`config.mk`:
```
export PLATFORM = sky130hd
export DESIGN_NAME = skin_mask_extract_flat
export DESIGN_NICKNAME = d
export VERILOG_FILES = /design/src/rtl/skin_mask_extract_if.sv /design/src/rtl/skin_mask_extract.sv /design/src/flat_wrapper.sv
export SDC_FILE = /design/constraint.sdc
export NUM_CORES = 1
export LEC_CHECK = 0
export CAP_MARGIN = 20
export CORE_MARGIN = 2
export CORE_UTILIZATION = 57
export CTS_CLUSTER_SIZE = 10
export DETAILED_ROUTE_END_ITERATION = 10
export DONT_BUFFER_PORTS = 1
export HOLD_SLACK_MARGIN = 0.15
export PLACE_DENSITY = 0.75
export SLEW_MARGIN = 20
export SYNTH_ARGS = -nofsm -noshare
export SYNTH_HDL_FRONTEND = slang
export SYNTH_SLANG_ARGS = --single-unit
```
`constraint.sdc`:
```
create_clock -name CMOS_PCLK -period 2.65 [get_ports CMOS_PCLK]
set_input_delay 0.6625 -clock CMOS_PCLK [delete_from_list [all_inputs] [get_ports CMOS_PCLK]]
set_output_delay 0.6625 -clock CMOS_PCLK [all_outputs]
set_load 0.02 [all_outputs]
```
`src/rtl/skin_mask_extract_if.sv`:
```
// Chroma byte stream in, skin mask and per-frame box out.
// master drives the byte stream; slave is the classifier.
interface skin_mask_extract_if;
  logic        iDATA_CLK;
  logic [7:0]  iDATA;
  logic        iDATA_VALID;
  logic        oMASK_VALID;
  logic        oMASK;
  logic [9:0]  oX;
  logic [9:0]  oY;
  logic        oFRAME_DONE;
  logic        oBOX_VALID;
  logic [9:0]  oBOX_XMIN;
  logic [9:0]  oBOX_XMAX;
  logic [9:0]  oBOX_YMIN;
  logic [9:0]  oBOX_YMAX;
  logic [16:0] oSKIN_CNT;

  modport master (
    output iDATA_CLK, iDATA, iDATA_VALID,
    input  oMASK_VALID, oMASK, oX, oY,
    input  oFRAME_DONE, oBOX_VALID,
    input  oBOX_XMIN, oBOX_XMAX,
    input  oBOX_YMIN, oBOX_YMAX,
    input  oSKIN_CNT
  );

  modport slave (
    input  iDATA_CLK, iDATA, iDATA_VALID,
    output oMASK_VALID, oMASK, oX, oY,
    output oFRAME_DONE, oBOX_VALID,
    output oBOX_XMIN, oBOX_XMAX,
    output oBOX_YMIN, oBOX_YMAX,
    output oSKIN_CNT
  );
endinterface

```
`src/rtl/skin_mask_extract.sv`:
```
// Cb/Cr pair skin classifier with per-frame bounding box and count.
// Everything runs on the sensor pixel clock.
module skin_mask_extract #(
  parameter int H_PAIRS = 320,
  parameter int V_LINES = 480,
  parameter int CB_MIN  = 77,
  parameter int CB_MAX  = 127,
  parameter int CR_MIN  = 133,
  parameter int CR_MAX  = 173
) (
  input logic CMOS_PCLK,
  input logic iRST_N,
  skin_mask_extract_if.slave bus
);

  localparam logic [1:0] IDLE   = 2'd0;
  localparam logic [1:0] ACTIVE = 2'd1;
  localparam logic [1:0] DONE   = 2'd2;

  localparam logic [7:0] CB_LO = 8'(CB_MIN);
  localparam logic [7:0] CB_HI = 8'(CB_MAX);
  localparam logic [7:0] CR_LO = 8'(CR_MIN);
  localparam logic [7:0] CR_HI = 8'(CR_MAX);
  localparam logic [9:0] X_LAST = 10'(H_PAIRS - 1);
  localparam logic [9:0] Y_END  = 10'(V_LINES);
  localparam logic [9:0] MIN_INIT = 10'h3FF;
  localparam logic [16:0] CNT_SAT = 17'h1FFFF;

  logic [1:0]  state;
  logic        clk_d;
  logic        phase;
  logic [7:0]  cb;
  logic [9:0]  x;
  logic [9:0]  y;
  logic [9:0]  w_xmin;
  logic [9:0]  w_xmax;
  logic [9:0]  w_ymin;
  logic [9:0]  w_ymax;
  logic [16:0] w_cnt;

  logic        mask_valid;
  logic        mask;
  logic [9:0]  ox;
  logic [9:0]  oy;
  logic        frame_done;
  logic        box_valid;
  logic [9:0]  xmin;
  logic [9:0]  xmax;
  logic [9:0]  ymin;
  logic [9:0]  ymax;
  logic [16:0] skin_cnt;

  logic stb;
  logic skin;
  logic in_frame;

  assign stb = bus.iDATA_CLK & ~clk_d;

  // Cr is the byte arriving now; Cb was latched on the previous strobe
  assign skin = (cb >= CB_LO) && (cb <= CB_HI) &&
                (bus.iDATA >= CR_LO) && (bus.iDATA <= CR_HI);

  assign in_frame = (y < Y_END);

  always_ff @(posedge CMOS_PCLK or negedge iRST_N) begin
    if (!iRST_N) begin
      state      <= IDLE;
      clk_d      <= 1'b0;
      phase      <= 1'b0;
      cb         <= '0;
      x          <= '0;
      y          <= '0;
      w_xmin     <= MIN_INIT;
      w_xmax     <= '0;
      w_ymin     <= MIN_INIT;
      w_ymax     <= '0;
      w_cnt      <= '0;
      mask_valid <= 1'b0;
      mask       <= 1'b0;
      ox         <= '0;
      oy         <= '0;
      frame_done <= 1'b0;
      box_valid  <= 1'b0;
      xmin       <= MIN_INIT;
      xmax       <= '0;
      ymin       <= MIN_INIT;
      ymax       <= '0;
      skin_cnt   <= '0;
    end else begin
      clk_d      <= bus.iDATA_CLK;
      mask_valid <= 1'b0;
      frame_done <= 1'b0;
      unique case (state)
        IDLE: begin
          if (bus.iDATA_VALID) begin
            state  <= ACTIVE;
            phase  <= 1'b0;
            x      <= '0;
            y      <= '0;
            w_xmin <= MIN_INIT;
            w_xmax <= '0;
            w_ymin <= MIN_INIT;
            w_ymax <= '0;
            w_cnt  <= '0;
          end
        end
        ACTIVE: begin
          if (!bus.iDATA_VALID) begin
            state <= DONE;
          end else if (stb && !phase) begin
            cb    <= bus.iDATA;
            phase <= 1'b1;
          end else if (stb) begin
            phase <= 1'b0;
            if (in_frame) begin
              mask_valid <= 1'b1;
              mask       <= skin;
              ox         <= x;
              oy         <= y;
              if (skin) begin
                if (x < w_xmin) w_xmin <= x;
                if (x > w_xmax) w_xmax <= x;
                if (y < w_ymin) w_ymin <= y;
                if (y > w_ymax) w_ymax <= y;
                if (w_cnt != CNT_SAT) w_cnt <= w_cnt + 17'd1;
              end
              if (x == X_LAST) begin
                x <= '0;
                y <= y + 10'd1;
              end else begin
                x <= x + 10'd1;
              end
            end
          end
        end
        DONE: begin
          // an empty frame's working box still holds its init values
          state      <= IDLE;
          frame_done <= 1'b1;
          box_valid  <= (w_cnt != '0);
          xmin       <= w_xmin;
          xmax       <= w_xmax;
          ymin       <= w_ymin;
          ymax       <= w_ymax;
          skin_cnt   <= w_cnt;
        end
        default: state <= IDLE;
      endcase
    end
  end

  assign bus.oMASK_VALID = mask_valid;
  assign bus.oMASK       = mask;
  assign bus.oX          = ox;
  assign bus.oY          = oy;
  assign bus.oFRAME_DONE = frame_done;
  assign bus.oBOX_VALID  = box_valid;
  assign bus.oBOX_XMIN   = xmin;
  assign bus.oBOX_XMAX   = xmax;
  assign bus.oBOX_YMIN   = ymin;
  assign bus.oBOX_YMAX   = ymax;
  assign bus.oSKIN_CNT   = skin_cnt;

endmodule

```
`src/flat_wrapper.sv`:
```
// flat-port wrapper written by rule: the top's interface ports become plain ports
module skin_mask_extract_flat 
#(
  parameter int H_PAIRS = 320,
  parameter int V_LINES = 480,
  parameter int CB_MIN  = 77,
  parameter int CB_MAX  = 127,
  parameter int CR_MIN  = 133,
  parameter int CR_MAX  = 173
)
  (CMOS_PCLK, iRST_N, bus_iDATA_CLK, bus_iDATA, bus_iDATA_VALID, bus_oMASK_VALID, bus_oMASK, bus_oX, bus_oY, bus_oFRAME_DONE, bus_oBOX_VALID, bus_oBOX_XMIN, bus_oBOX_XMAX, bus_oBOX_YMIN, bus_oBOX_YMAX, bus_oSKIN_CNT);
  skin_mask_extract_if bus_i ();
  input logic CMOS_PCLK;
  input logic iRST_N;
  input wire logic [$bits(bus_i.iDATA_CLK)-1:0] bus_iDATA_CLK;
  input wire logic [$bits(bus_i.iDATA)-1:0] bus_iDATA;
  input wire logic [$bits(bus_i.iDATA_VALID)-1:0] bus_iDATA_VALID;
  output wire logic [$bits(bus_i.oMASK_VALID)-1:0] bus_oMASK_VALID;
  output wire logic [$bits(bus_i.oMASK)-1:0] bus_oMASK;
  output wire logic [$bits(bus_i.oX)-1:0] bus_oX;
  output wire logic [$bits(bus_i.oY)-1:0] bus_oY;
  output wire logic [$bits(bus_i.oFRAME_DONE)-1:0] bus_oFRAME_DONE;
  output wire logic [$bits(bus_i.oBOX_VALID)-1:0] bus_oBOX_VALID;
  output wire logic [$bits(bus_i.oBOX_XMIN)-1:0] bus_oBOX_XMIN;
  output wire logic [$bits(bus_i.oBOX_XMAX)-1:0] bus_oBOX_XMAX;
  output wire logic [$bits(bus_i.oBOX_YMIN)-1:0] bus_oBOX_YMIN;
  output wire logic [$bits(bus_i.oBOX_YMAX)-1:0] bus_oBOX_YMAX;
  output wire logic [$bits(bus_i.oSKIN_CNT)-1:0] bus_oSKIN_CNT;
  assign bus_i.iDATA_CLK = bus_iDATA_CLK;
  assign bus_i.iDATA = bus_iDATA;
  assign bus_i.iDATA_VALID = bus_iDATA_VALID;
  assign bus_oMASK_VALID = bus_i.oMASK_VALID;
  assign bus_oMASK = bus_i.oMASK;
  assign bus_oX = bus_i.oX;
  assign bus_oY = bus_i.oY;
  assign bus_oFRAME_DONE = bus_i.oFRAME_DONE;
  assign bus_oBOX_VALID = bus_i.oBOX_VALID;
  assign bus_oBOX_XMIN = bus_i.oBOX_XMIN;
  assign bus_oBOX_XMAX = bus_i.oBOX_XMAX;
  assign bus_oBOX_YMIN = bus_i.oBOX_YMIN;
  assign bus_oBOX_YMAX = bus_i.oBOX_YMAX;
  assign bus_oSKIN_CNT = bus_i.oSKIN_CNT;
  skin_mask_extract #(.H_PAIRS(H_PAIRS), .V_LINES(V_LINES), .CB_MIN(CB_MIN), .CB_MAX(CB_MAX), .CR_MIN(CR_MIN), .CR_MAX(CR_MAX)) u_core (.CMOS_PCLK(CMOS_PCLK), .iRST_N(iRST_N), .bus(bus_i));
endmodule
```
==> impl_metrics.json, run 1 <==
{
  "fin_crit_sh_pct": 96.20,
  "nFillCells": 1038,
  "fin_util_pct": 66.48,
  "instances_no_fill": 966,
  "cp_top_family": "compound AO/OA/AOI/OAI gates",
  "start_util_pct": 58.60,
  "grt_usage_pct": 25.68,
  "port_buffers": 0,
  "grt_pass1_vias": 5829,
  "area_delta_synth_final_pct": 13.45,
  "netlist_instances": 748,
  "cts_inserted_buffers": 17,
  "clk_latency_ns": 0.44,
  "cp-start-kind": "register",
  "row_count": 42,
  "multi_input_area_sq_um": 3221,
  "crit_path_cell_trace": "ha_1 -> nand3_1 -> nor2_1 -> and2_1 -> and3_1 -> nand2_1 -> nor2_1 -> ha_1 -> a221o_1 -> buf_6 -> o21ai_1 -> o21ai_0",
  "cp-end-kind": "register",
  "synth-xor-area-share_pct": 1.008,
  "path_buf_inv": 1,
  "fmax_ghz": 0.3923,
  "slowest_stage": "a221o_1",
  "peakVddDrop_mv": 0.4445,
  "power.density_nw_per_um2": 687.9,
  "synthAdderAreaFrac_pct": 6.879,
  "core_area_sq_um": 13350,
  "yosysMostFrequentCell": "dfrtp_1",
  "synthTopCellsByCount": "130 x dfrtp_1, 125 x nand2_1, 80 x o21ai_0, 49 x inv_1, 43 x ha_1",
  "syn_area_sq_um": 7821,
  "cp_max_fo": 13,
  "grt_first_pass_wirelength_um": 29410,
  "finalClockSkew_ns": 0.01394,
  "synth_mux_area_share_pct": 3.887,
  "tightest_slew_ns": 0.7898,
  "cts.path.max_buffers": 2,
  "power.static_leakage_uw": 0.004356,
  "status": "complete, but fails checks",
  "antenna_found_initial": 0,
  "num-nets-final": 832,
  "yosysTopAreaCell": "dfrtp_1",
  "yosysTopAreaCellShare_pct": 41.59,
  "drt-total-wl_um": 17880,
  "slew_headroom_pct": 47.35,
  "yosys-top-cells-area": "dfrtp_1 42%, dfstp_2 13%, ha_1 6.9%",
  "clock_sinks": 170,
  "synth_nets": 803,
  "ys.flop_type": "dfrtp_1",
  "hold_ws_ns": -0.06681,
  "setup_viol": 0,
  "period_needed_ns": 2.549,
  "required_ns": 2.95,
  "slowest_delay_ns": 0.43,
  "synth_edf_count": 0,
  "hpwl_um": 12180,
  "setup_slack_ns": 0.1006,
  "syn_area_per_cell_sq_um": 10.46,
  "violations": "negative hold slack",
  "async_flop_share_pct": 100.0,
  "cp_data_arrival_time_ns": 2.85,
  "grt_max_degree": 171,
  "place_ws_ns": 0.04668,
  "die_x_um": 121.1,
  "clkTransAtPathRegs_ns": 0.07,
  "overflow": 0,
  "die_area_sq_um": 14670,
  "ys_seq_area_share_pct": 55.03,
  "drc": 0,
  "cts_tree": "done",
  "wl_per_cell_um": 18.51,
  "ys_types": 55,
  "synth_compound_area_share_pct": 14.85,
  "ant_nets": 0,
  "regArea_sq_um": 4304,
  "final.setup.tns_ns": 0,
  "hp-class": "primary input to async pin",
  "synth_top_family_by_area": "compound AO/OA/AOI/OAI gates",
  "antenna_cells": 0,
  "synth_warnings": 0,
  "crit_type": "register to register",
  "io_pins": 93,
  "drtIter0Drc": 435,
  "drive_above_1_share_pct": 19.37,
  "placed_cells": 930,
  "report.final.slew_viol_count": 0,
  "ys_seq_elements": 170,
  "gp_congestion": 0.8812,
  "yosys.area_share.simple_pct": 14.27,
  "cts_root_buffer": "clkbuf_16",
  "vias": 5773,
  "drt-pass1-iter-count": 5,
  "die_y_um": 121.1,
  "htreeDepth": 4,
  "final_hold_viol_count": 130,
  "drv_cap": 0,
  "routed_via_density": 5.976
}
## logic make-up after synthesis
group,after synthesis
xor+xnor,9
flops,170
compound gates,174
simple gates,244
buf+inv,81
mux,27
fa+ha+maj,43
## final timing paths
check | from | endpoint | slack [ns] | cells after the start
min in group CMOS_PCLK | bus_iDATA_CLK | u_core.clk_d | 0.26 | 0
min | iRST_N | u_core.bus.oSKIN_CNT[5] | -0.07 | 0
min reg2reg | u_core.w_ymax[9] | u_core.w_ymax[9] | 0.49 | 1
max in group asynchronous | iRST_N | u_core.bus.oBOX_XMIN[3] | 2.37 | 0
max | u_core.w_cnt[1] | u_core.w_cnt[10] | 0.10 | 12
max reg2reg | u_core.w_cnt[1] | u_core.w_cnt[10] | 0.10 | 12
## timing repair
action	CTS	global route
resized for setup	0	8
setup buffers	0	4
setup endpoints to repair	1	31
hold endpoints to repair	170	170
pin swaps	1	2
## stage by stage
stage                     power (uW)  area, sq um  hold WS [ns]
after floorplan                 3357         7821        0.3669
after CTS                       6138         8825      -0.08785
after global placement          3499         8199        0.3735
final                           6104         8874      -0.06681
after global routing            6332         8874      -0.09825
after detailed placement        3526         8199        0.3723
## where the power goes
| part | switching (uW) | internal, uW |
|---|---|---|
| clock network | 1080 | 1530 |
| logic | 246 | 193 |
| registers | 241 | 2810 |
| total | 1570 | 4540 |
## cells in the final DEF, fill, tap and decap left out, types with 6 or more instances in the layout
| cell type | Yosys | final |
|---|---|---|
| nor3_1 | 7 | 7 |
| nand2b_1 | 7 | 6 |
| ha_1 | 43 | 43 |
| mux2_2 | 27 | 27 |
| o21ai_0 | 80 | 75 |
| nand4_1 | 14 | 14 |
| nand3_1 | 15 | 15 |
| buf_4 | 1 | 41 |
| a22o_1 | 19 | 19 |
| and3_1 | 8 | 8 |
| nor2_1 | 40 | 40 |
| clkbuf_16 | 0 | 17 |
| nand2_1 | 125 | 125 |
| o22a_1 | 20 | 20 |
| dfstp_2 | 40 | 40 |
| dfrtp_1 | 130 | 130 |
| a21oi_1 | 11 | 11 |
| inv_1 | 49 | 49 |
| o21ai_1 | 4 | 9 |
| xor2_1 | 8 | 8 |
## routing by layer
layer  GRT usage [%]  share of wire (%)  up-vias
met2           41.05                 50      182
met4           10.20                1.9        0
met3           6.720                5.9       32
met5               0                  0        -
li1                -                  -     2701
met1           33.61                 42     2858
## layout make-up
cell class	count	share of cell area (%)
Clock buffer	18	4.949
Clock inverter	14	2.101
Inverter	49	2.073
Multi-Input combinational cell	497	36.29
Sequential cell	170	48.51
Tap cell	176	2.482
Timing Repair Buffer	42	3.596
Power figures use the tool's default switching activity.
==> inputs of run 2 (changes only) <==
--- a/config.mk
+++ b/config.mk
@@ -5,14 +5,15 @@
 export SDC_FILE = /design/constraint.sdc
 export NUM_CORES = 1
 export LEC_CHECK = 0
-export CAP_MARGIN = 20
+export ABC_AREA = 1
+export CAP_MARGIN = 30
 export CORE_MARGIN = 2
-export CORE_UTILIZATION = 57
+export CORE_UTILIZATION = 61
 export CTS_CLUSTER_SIZE = 10
 export DETAILED_ROUTE_END_ITERATION = 10
 export DONT_BUFFER_PORTS = 1
 export HOLD_SLACK_MARGIN = 0.15
-export PLACE_DENSITY = 0.75
+export PLACE_DENSITY = 0.77
 export SLEW_MARGIN = 20
 export SYNTH_ARGS = -nofsm -noshare
 export SYNTH_HDL_FRONTEND = slang
==> constraint.sdc (replaced) <==
create_clock -name CMOS_PCLK -period 2.7 [get_ports CMOS_PCLK]
set_input_delay 0.675 -clock CMOS_PCLK [delete_from_list [all_inputs] [get_ports CMOS_PCLK]]
set_output_delay 0.675 -clock CMOS_PCLK [all_outputs]
set_load 0.02 [all_outputs]
==> run 2 against run 1 <==
  * The run still ends with negative hold slack left
  * Clock power is essentially flat
  * Sequential power grew 27%
  * Die area grew 4.7%
  * Register-to-register slack gained 0.22 ns
  * Design area grew 6.8%
  * Sequential cell count is the same
  * Via count grew 16%
  * Critical path depth is the same
  * Utilization grew 1.2 points
  * Maximum frequency grew 7.0%
  * Combinational power grew to 3.4 times the previous value
  * Clock skew shrank 0.0072 ns
==> impl_metrics.json, run 2 <==
{
  "cp_max_fo": 34,
  "slowest_delay_ns": 0.39,
  "grt_max_degree": 171,
  "cts.path.max_buffers": 2,
  "drv_cap": 0,
  "p_comb_share_pct": 18.7,
  "regArea_sq_um": 4304,
  "clkTransAtPathRegs_ns": 0.07,
  "routed_via_density": 5.457,
  "hold_ws_ns": -0.06141,
  "die_area_sq_um": 15370,
  "setup_viol": 0,
  "htreeDepth": 4,
  "cp_data_arrival_time_ns": 2.74,
  "async_flop_share_pct": 100.0,
  "ys_seq_area_share_pct": 49.03,
  "gp_congestion": 0.9237,
  "synth_warnings": 0,
  "ys_types": 42,
  "slew_headroom_pct": 64.79,
  "area_delta_synth_final_pct": 7.925,
  "peakVddDrop_mv": 0.4669,
  "layout_common_cells": "327 x nand2_1, 130 x dfrtp_1, 106 x inv_1",
  "cts_setup_buffers": 0,
  "drt-total-wl_um": 18930,
  "rrSetupSlack_ns": 0.32,
  "hp-class": "primary input to async pin",
  "die_y_um": 124.0,
  "cp-end-kind": "register",
  "grt_first_pass_wirelength_um": 30850,
  "ant_nets": 0,
  "report.final.slew_viol_count": 0,
  "ys.flop_type": "dfrtp_1",
  "power_frac_clock_pct": 32.4,
  "fmax_ghz": 0.4199,
  "switching_power_uw": 2614,
  "status": "complete, but fails checks",
  "tightest_slew_ns": 0.5242,
  "clock_sinks": 170,
  "synthTopCellsByCount": "327 x nand2_1, 130 x dfrtp_1, 107 x inv_1, 91 x o21ai_0, 76 x nor2_1",
  "multi_input_area_sq_um": 3807,
  "ys_seq_elements": 170,
  "finalClockSkew_ns": 0.006731,
  "cts_inserted_buffers": 17,
  "final_hold_viol_count": 130,
  "antenna_found_initial": 0,
  "cts_resized": 0,
  "instances_no_fill": 1222,
  "final_common_cell": "nand2_1",
  "netlist_instances": 1040,
  "drc": 0,
  "syn_area_sq_um": 8778,
  "vias": 6669,
  "slowest_stage": "dfrtp_1",
  "final.setup.tns_ns": 0,
  "synth-xor-area-share_pct": 1.183,
  "crit_path_cell_trace": "ha_1 -> nand2_1 -> nor2_1 -> nand2_1 -> nor2_1 -> nand4_1 -> nor3_1 -> ha_1 -> a21oi_4 -> nand2_4 -> nand2_1 -> o21ai_2",
  "pwr-share-seq_pct": 48.9,
  "clk_latency_ns": 0.43,
  "num-nets-final": 1084,
  "yosys-top-cells-area": "dfrtp_1 37%, nand2_1 14%, dfstp_2 12%",
  "period_needed_ns": 2.382,
  "yosysMostFrequentCell": "nand2_1",
  "fin_crit_sh_pct": 88.21,
  "yosys.area_share.simple_pct": 25.84,
  "cts_root_buffer": "clkbuf_16",
  "path_buf_inv": 0,
  "cts_tree": "done",
  "synth_top_family_by_area": "simple AND/OR/NAND/NOR gates",
  "drt-pass1-iter-count": 6,
  "p_total_uw": 7949,
  "yosysTopAreaCell": "dfrtp_1",
  "synth_edf_count": 0,
  "required_ns": 3.06,
  "violations": "negative hold slack",
  "grt_pass1_vias": 6113,
  "power.static_leakage_uw": 0.004586,
  "start_util_pct": 62.75,
  "cp-start-kind": "register",
  "wl_per_cell_um": 15.49,
  "row_count": 43,
  "swShare_pct": 32.88,
  "power.density_nw_per_um2": 839.0,
  "drive_above_1_share_pct": 12.86,
  "port_buffers": 0,
  "grt_usage_pct": 26.06,
  "io_pins": 93,
  "hpwl_um": 13260,
  "nFillCells": 1134,
  "place_area_sq_um": 8855,
  "antenna_cells": 0,
  "cp_top_family": "simple AND/OR/NAND/NOR gates",
  "synth_compound_area_share_pct": 9.835,
  "synth_mux_area_share_pct": 0.3848,
  "drtIter0Drc": 737,
  "placed_cells": 1190,
  "cp_common_cell": "nand2_1",
  "die_x_um": 124.0,
  "internal-power_uw": 5335,
  "syn_area_per_cell_sq_um": 8.441,
  "yosysTopAreaCellShare_pct": 37.06,
  "rsz0062_at_grt": "no",
  "final_area_sq_um": 9474,
  "overflow": 0,
  "core_area_sq_um": 13990,
  "crit_type": "register to register",
  "synthAdderAreaFrac_pct": 6.129,
  "synth_nets": 1095
}
==> run 2: cell count changes after synthesis, sizes merged, moves of 19 or more <==
cell   before  now
a22o       19    0
inv        49  112
mux2       27    3
nand2     125  337
nand4      14   50
nor2       40   80
o21ai      84  123
o22a       20    0
==> run 2: cell type report <==
cell class              instances  share of cell area (%)
flip-flops and latches        170                   45.43
inverters                     112                   4.543
clock inverters                11                   1.783
multi-input cells             718                   40.19
clock buffers                  21                   4.754
repair buffers                 10                  0.9245
well taps                     180                   2.377
==> run 2: logic make-up (layout without fill, tap and decap cells) <==
logic type                 count (synthesis)  in the layout
AOI/OAI and AO/OA                        145            145
xor gates and xnor gates                  11             11
adders and majority gates                 43             43
buffers and inverters                    152            154
DFF                                      170            170
muxes                                      3              3
and+or+nand+nor                          516            516
==> run 2: worst paths after layout <==
kind	start	end	depth (start not counted)
setup / recovery	u_core.w_cnt[1]	u_core.w_cnt[3]	12
hold / removal	iRST_N	u_core.bus.oBOX_XMAX[2]	0
setup reg to reg	u_core.w_cnt[1]	u_core.w_cnt[3]	12
hold reg to reg	u_core.w_ymin[7]	u_core.w_ymin[7]	2
max in group asynchronous	iRST_N	u_core.w_ymin[5]	0
min in group CMOS_PCLK	bus_iDATA_CLK	u_core.clk_d	0
==> run 2: power by group through the flow <==
stage | clock [uW] | sequential (uW) | combinational [uW]
global route | 2720 | 3950 | 1760
detailed placement | 0 | 3930 | 1480
floorplan | 0 | 3800 | 1190
global placement | 0 | 3910 | 1430
CTS | 2600 | 3890 | 1500
finish | 2580 | 3880 | 1490
==> run 2: through the flow <==
stage,worst slack [ns],hold WS [ns],util (%)
after detailed placement,0.3956,0.3859,63.30
final,0.3184,-0.06141,67.73
after global placement,0.4494,0.3846,63.30
after floorplan,0.7192,0.3794,-
after global routing,0.06677,-0.07741,67.73
after CTS,0.3662,-0.06937,67.73
==> run 2: per-layer routing <==
layer / track usage [%] / wire, um / vias to the layer above
met3: 6.777 / 1383 / 20
met2: 37.71 / 8285 / 210
met4: 6.390 / 212 / 0
met1: 39.29 / 9047 / 3102
li1: - / - / 3337
met5: 0 / 0 / -
